===== src/rtl/uart_pkg.sv =====
// Shared UART definitions: frame FSM states and default frame geometry.
// uart_rx uses them today and uart_tx will reuse them.
package uart_pkg;

  localparam int DEFAULT_DATA_BITS  = 8;
  localparam int DEFAULT_OVERSAMPLE = 16;

  typedef enum logic [1:0] {
    IDLE,
    START,
    DATA,
    STOP
  } uart_state_e;

endpackage


===== src/rtl/uart_rx_if.sv =====
// Output handshake of the UART receiver.
// The receiver is the master (it drives the byte); the consumer is the slave.
interface uart_rx_if
  import uart_pkg::*;
#(
  parameter int DATA_BITS = DEFAULT_DATA_BITS
);

  logic [DATA_BITS-1:0] rx_data;
  logic                 rx_valid;
  logic                 rx_ready;
  logic                 frame_err;
  logic                 overrun;

  modport master (
    output rx_data, rx_valid, frame_err, overrun,
    input  rx_ready
  );

  modport slave (
    input  rx_data, rx_valid, frame_err, overrun,
    output rx_ready
  );

endinterface


===== src/rtl/sync_2ff.sv =====
// Two-flop synchronizer for a single asynchronous input into the clk domain.
// RESET_VAL sets the value both flops hold while in reset.
module sync_2ff #(
  parameter logic RESET_VAL = 1'b0
) (
  input  logic clk,
  input  logic rst,
  input  logic d,
  output logic q
);

  logic meta;

  // NOTE: non-blocking assignments make the two flops a real two-stage chain.
  always_ff @(posedge clk or posedge rst) begin
    if (rst) begin
      meta <= RESET_VAL;
      q    <= RESET_VAL;
    end else begin
      meta <= d;
      q    <= meta;
    end
  end

endmodule


===== src/rtl/uart_rx.sv =====
// Oversampling UART receiver: start/data/stop framing timed by ticks derived
// from RXclk, with a one-entry output register and valid/ready handshake.
module uart_rx
  import uart_pkg::*;
#(
  parameter int DATA_BITS  = DEFAULT_DATA_BITS,
  parameter int OVERSAMPLE = DEFAULT_OVERSAMPLE
) (
  input  logic      clk,
  input  logic      rst,
  input  logic      RXclk,
  input  logic      rx,
  uart_rx_if.master out
);

  localparam int CNT_W = $clog2(OVERSAMPLE);
  localparam int BIT_W = $clog2(DATA_BITS);
  localparam logic [CNT_W-1:0] HALF_LAST = CNT_W'(OVERSAMPLE / 2 - 1);
  localparam logic [CNT_W-1:0] FULL_LAST = CNT_W'(OVERSAMPLE - 1);
  localparam logic [BIT_W-1:0] BIT_LAST  = BIT_W'(DATA_BITS - 1);

  logic                 rx_s, rxclk_s;
  logic                 rx_prev, rxclk_prev;
  logic [1:0]           settle;
  logic                 settle_done, tick, rx_fall;
  uart_state_e          state;
  logic [CNT_W-1:0]     tick_cnt;
  logic [BIT_W-1:0]     bit_idx;
  logic [DATA_BITS-1:0] shreg;

  sync_2ff #(.RESET_VAL(1'b1)) u_sync_rx    (.clk(clk), .rst(rst), .d(rx),    .q(rx_s));
  sync_2ff #(.RESET_VAL(1'b0)) u_sync_rxclk (.clk(clk), .rst(rst), .d(RXclk), .q(rxclk_s));

  // The rx synchronizer resets to idle-high, so a line already low at reset
  // exit would look like a falling edge; ignore edges until the chain has flushed.
  assign settle_done = (settle == 2'd3);
  assign tick        = rxclk_s & ~rxclk_prev;
  assign rx_fall     = settle_done & rx_prev & ~rx_s;

  always_ff @(posedge clk or posedge rst) begin
    if (rst) begin
      rx_prev    <= 1'b1;
      rxclk_prev <= 1'b0;
      settle     <= 2'd0;
    end else begin
      rx_prev    <= rx_s;
      rxclk_prev <= rxclk_s;
      if (!settle_done) settle <= settle + 2'd1;
    end
  end

  always_ff @(posedge clk or posedge rst) begin
    if (rst) begin
      state         <= IDLE;
      tick_cnt      <= '0;
      bit_idx       <= '0;
      shreg         <= '0;
      out.rx_data   <= '0;
      out.rx_valid  <= 1'b0;
      out.frame_err <= 1'b0;
      out.overrun   <= 1'b0;
    end else begin
      out.frame_err <= 1'b0;
      out.overrun   <= 1'b0;
      // A completing good frame later in this block overrides this clear.
      if (out.rx_valid && out.rx_ready) out.rx_valid <= 1'b0;

      case (state)
        IDLE: begin
          if (rx_fall) begin
            tick_cnt <= '0;
            state    <= START;
          end
        end
        START: begin
          if (tick) begin
            if (tick_cnt == HALF_LAST) begin
              tick_cnt <= '0;
              bit_idx  <= '0;
              state    <= rx_s ? IDLE : DATA;
            end else begin
              tick_cnt <= tick_cnt + CNT_W'(1);
            end
          end
        end
        DATA: begin
          if (tick) begin
            if (tick_cnt == FULL_LAST) begin
              tick_cnt <= '0;
              shreg    <= {rx_s, shreg[DATA_BITS-1:1]};
              if (bit_idx == BIT_LAST) state <= STOP;
              else                     bit_idx <= bit_idx + BIT_W'(1);
            end else begin
              tick_cnt <= tick_cnt + CNT_W'(1);
            end
          end
        end
        STOP: begin
          if (tick) begin
            if (tick_cnt == FULL_LAST) begin
              tick_cnt <= '0;
              state    <= IDLE;
              if (!rx_s) begin
                out.frame_err <= 1'b1;
              end else if (!out.rx_valid || out.rx_ready) begin
                out.rx_data  <= shreg;
                out.rx_valid <= 1'b1;
              end else begin
                out.overrun <= 1'b1;
              end
            end else begin
              tick_cnt <= tick_cnt + CNT_W'(1);
            end
          end
        end
        default: state <= IDLE;
      endcase
    end
  end

endmodule


===== src/flat_wrapper.sv =====
// flat-port wrapper written by rule: the top's interface ports become plain ports
module uart_rx_flat import uart_pkg::*;
#(
  parameter int DATA_BITS  = DEFAULT_DATA_BITS,
  parameter int OVERSAMPLE = DEFAULT_OVERSAMPLE
)
  (clk, rst, RXclk, rx, out_rx_data, out_rx_valid, out_frame_err, out_overrun, out_rx_ready);
  uart_rx_if #(.DATA_BITS(DATA_BITS)) out_i ();
  input  logic clk;
  input  logic rst;
  input  logic RXclk;
  input  logic rx;
  output wire logic [$bits(out_i.rx_data)-1:0] out_rx_data;
  output wire logic [$bits(out_i.rx_valid)-1:0] out_rx_valid;
  output wire logic [$bits(out_i.frame_err)-1:0] out_frame_err;
  output wire logic [$bits(out_i.overrun)-1:0] out_overrun;
  input wire logic [$bits(out_i.rx_ready)-1:0] out_rx_ready;
  assign out_rx_data = out_i.rx_data;
  assign out_rx_valid = out_i.rx_valid;
  assign out_frame_err = out_i.frame_err;
  assign out_overrun = out_i.overrun;
  assign out_i.rx_ready = out_rx_ready;
  uart_rx #(.DATA_BITS(DATA_BITS), .OVERSAMPLE(OVERSAMPLE)) u_core (.clk(clk), .rst(rst), .RXclk(RXclk), .rx(rx), .out(out_i));
endmodule

===== config.mk =====
export PLATFORM = sky130hd
export DESIGN_NAME = uart_rx_flat
export DESIGN_NICKNAME = d
export VERILOG_FILES = /design/src/rtl/uart_pkg.sv /design/src/rtl/uart_rx_if.sv /design/src/rtl/sync_2ff.sv /design/src/rtl/uart_rx.sv /design/src/flat_wrapper.sv
export SDC_FILE = /design/constraint.sdc
export NUM_CORES = 1
export LEC_CHECK = 0
export ABC_AREA = 1
export CAP_MARGIN = 20
export CORE_MARGIN = 2
export CORE_UTILIZATION = 51
export DETAILED_ROUTE_END_ITERATION = 6
export GPL_ROUTABILITY_DRIVEN = 0
export GPL_TIMING_DRIVEN = 0
export MAX_ROUTING_LAYER = met4
export PLACE_DENSITY_LB_ADDON = 0.08
export SYNTH_ARGS = -nofsm -noshare
export SYNTH_HDL_FRONTEND = slang
export SYNTH_SLANG_ARGS = --single-unit
export TNS_END_PERCENT = 10

===== constraint.sdc =====
create_clock -name clk -period 1.87 [get_ports clk]
set_input_delay 0.374 -clock clk [delete_from_list [all_inputs] [get_ports clk]]
set_output_delay 0.374 -clock clk [all_outputs]
set_load 0.03 [all_outputs]

==> run_results.csv <==
group,metric,value,unit
floorplanning,ios,16,
yosys,synth_cells,179,
global_route,antenna_found_initial,0,
global_route,grt_max_degree,21,
sta,relSlewSlack,0.532,
floorplanning,start_util,0.536,
layout,multi_input_comb_area,643,µm²
pwr,p_leak,0.993,nW
pwr,p_int,0.00103,W
cts,cts_buffers,5,
sta,period_share,0.931,
cts,ctsHoldBuffers,0,
yosys,yosysUniqueCellTypes,26,
yosys,synth.cell_area,1640,µm²
yosys,yosysSeqAreaShare,0.553,
layout,register_area,905,µm²
cts,cts-resized-gates,0,
layout,nNetsFinal,211,
route,ant_nets,0,
global_route,grt_pass1_vias,1094,
route,first_pass_iters,4,
route,drcViolationCount,0,
sta,fin_worst_skew,0.00607,ns
setup_path,r2r_slack,0.28,ns
placed_design,place_ws,0.129,ns
global_route,grt.overflow.total,0,
layout,drive_gt1_frac,0.103,
setup_path,slowest_stage,"clkdlybuf4s50_1",
setup_path,worstReg2RegEnd,"u_core.out.rx_data[6]",
route,drt_iter0_drc,45,
yosys,syn_area_per_cell,9.14,µm²
setup_path,cpPeakStageDelay,0.67,ns
pwr,p_clk_frac,0.268,
setup_path,r2r_cells,7,
cts,htreeDepth,2,
cts,clock_latency,0.33,ns
layout,fillers,262,
cts,cts_sinks,36,
pwr,powerDensity,760,nW/µm²
setup_path,setup.worst_path.class,"register to output port",
route,wire_per_inst,10.5,µm
pwr,p_comb_frac,0.151,
route,drt-total-wl,2590,µm
setup_path,path_depth,1,
layout,fin_area,1920,µm²
cts,cts_tree,"done",
floorplanning,die_h,60.6,µm
floorplanning,fp.dieW,60.6,µm
placed_design,io_buffers,15,
yosys,synth_seq_cells,36,
placed_design,dp_hpwl,2000,µm
worst_hold_path,hold_class,"register to register",
sta,setup_slack,0.130,ns
status,status,"complete, no violations",
sta,tns,0,ns
pwr,p_seq_frac,0.581,
sta,finalHoldViolations,0,
setup_path,arrival,1.37,ns
pwr,switching_share,0.292,
cts,postCtsSetupBuffers,0,
global_route,grt_pass1_wl,4660,µm
cts,clock_path_buffers,2,
setup_path,crit_path_end,"out_rx_data[7]",
pwr,switchingPower,0.000426,W
sta,fin_hold_ws,0.361,ns
setup_path,worst-path-buf-inv,1,
layout,syn_to_final_growth,17.3,%
placed_design,postPlaceCellArea,1870,µm²
floorplanning,die_area,3680,µm²
layout,diodes,0,
sta,worstMarginPinSlew,0.702,ns
setup_path,cpLargestDelayFamily,"buffers and inverters",
setup_path,crit_fanout,2,
sta,max_freq,0.575,GHz
sta,slew_viol_final,0,
setup_path,end_kind,"output port",
floorplanning,rows,20,
global_route,grt_use_total,0.178,
yosys,synth_nets,188,
cts,clk_pin_slew_worst_paths,0.10,ns
sta,finalSetupViolCount,0,
setup_path,reg2reg_from,"u_core.tick_cnt[0]",
pwr,vdd_ir_drop_max,0.525,mV
setup_path,crit_chain,"clkdlybuf4s50_1",
setup_path,cp-startpoint,"u_core.out.rx_data[7]",
sta,fin_crit,1.74,ns
setup_path,worst_setup_path_start_kind,"register",
cts,cts_root_buf,"clkbuf_4",
route,via_count,1215,
yosys,yosysWarnings,0,
floorplanning,fp.coreArea,3050,µm²
route,vias_per_cell,4.92,
sta,rsz0062_at_grt,"false",
layout,final_cells,247,
flow_run,cap_violations,0,
placed_design,dp_cells,239,
setup_path,required,1.50,ns
[per-layer routing]
layer,track usage,up-vias,share of wire
met5,-,-,0
met3,0.0384,9,0.042
met2,0.284,32,0.48
met4,0.0901,0,0.027
li1,-,620,-
met1,0.212,554,0.45
[synthesized netlist by cell type]
master	count	area share
xnor2_1	2	0.011
a21oi_1	3	0.0092
inv_1	13	0.030
nor4_1	1	0.0038
buf_4	1	0.0046
nand3_4	2	0.021
nor2_8	1	0.012
nand3_1	12	0.037
buf_2	1	0.0031
nand4_1	3	0.011
o21ai_0	4	0.012
dfstp_2	3	0.048
nor2_1	11	0.025
inv_2	1	0.0023
nand2_1	63	0.14
mux2i_1	1	0.0061
nand3b_1	2	0.0092
nand2_2	1	0.0038
mux2_2	1	0.0069
ha_1	4	0.031
xor2_1	1	0.0054
o21ai_1	11	0.034
dfrtp_1	33	0.50
nor2_4	1	0.0069
buf_6	2	0.014
nor3_1	1	0.0031
[cells in the final DEF (no fill, tap or decap), types with 2 or more instances in the layout]
cell,count
nand3_1,12
buf_6,2
nand3_4,2
xnor2_1,2
a21oi_1,3
nor2_1,11
clkbuf_1,2
dfstp_2,3
nand3b_1,2
o21ai_0,4
dfrtp_1,33
ha_1,4
nand2_1,63
nand4_1,3
clkdlybuf4s50_1,15
inv_1,13
clkbuf_4,5
o21ai_1,11
[final cells by class]
type                       instances  area share
tap                               44      0.0287
clock buffer                       7      0.0235
buffer                             4      0.0183
timing repair buffer              16      0.0926
multi-input combinational        125       0.335
inverter                          14      0.0274
sequential                        36       0.472
clock inverter                     1     0.00261
[cell families (layout without fill, tap and decap cells)]
| kind of cell | after synthesis | in the layout | synth area share |
|---|---|---|---|
| and+or+nand+nor | 98 | 98 | 0.279 |
| DFF | 36 | 36 | 0.553 |
| AOI/OAI and AO/OA | 18 | 18 | 0.0551 |
| buffers and inverters | 18 | 42 | 0.0536 |
| adders and majority gates | 4 | 4 | 0.0306 |
| xor gates and xnor gates | 3 | 3 | 0.0161 |
| muxes | 2 | 2 | 0.0130 |
[sequential cells by signal, indices dropped and copies added (netlist names), named ones only]
register,flops
u_core.out.rx_data,8
u_core.rx_prev,1
u_core.out.frame_err,1
u_core.rxclk_prev,1
u_core.u_sync_rx.meta,1
u_core.out.rx_valid,1
u_core.u_sync_rx.q,1
u_core.u_sync_rxclk.meta,1
u_core.bit_idx,3
u_core.shreg,8
u_core.out.overrun,1
u_core.tick_cnt,4
u_core.settle,2
u_core.state,1
u_core.u_sync_rxclk.q,1
[power groups by stage]
stage	sequential, W	clock, W	combinational [W]
after detailed placement	0.000862	0	0.000219
after global placement	0.000858	0	0.000205
after floorplan	0.000853	0	0.000166
after global routing	0.000853	0.000443	0.000254
after CTS	0.000847	0.000412	0.000219
final	0.000847	0.000391	0.000220
[metrics by stage]
stage                      util  total power (W)
after floorplan               -          0.00102
after global placement    0.603          0.00106
after detailed placement  0.612          0.00108
after CTS                 0.628          0.00148
after global routing      0.628          0.00155
final                     0.628          0.00146
[how the worst min path moves through the flow]
stage,startpoint,to,slack (ns),depth (start not counted)
after detailed placement,u_core.u_sync_rx.meta,u_core.u_sync_rx.q,0.35,0
after CTS,u_core.u_sync_rx.meta,u_core.u_sync_rx.q,0.36,0
after global placement,u_core.u_sync_rxclk.meta,u_core.u_sync_rxclk.q,0.33,0
after global routing,u_core.u_sync_rx.meta,u_core.u_sync_rx.q,0.37,0
final,u_core.u_sync_rx.meta,u_core.u_sync_rx.q,0.36,0
after floorplan,u_core.u_sync_rxclk.meta,u_core.u_sync_rxclk.q,0.33,0
Note: power is estimated with default switching activity, not from simulation.
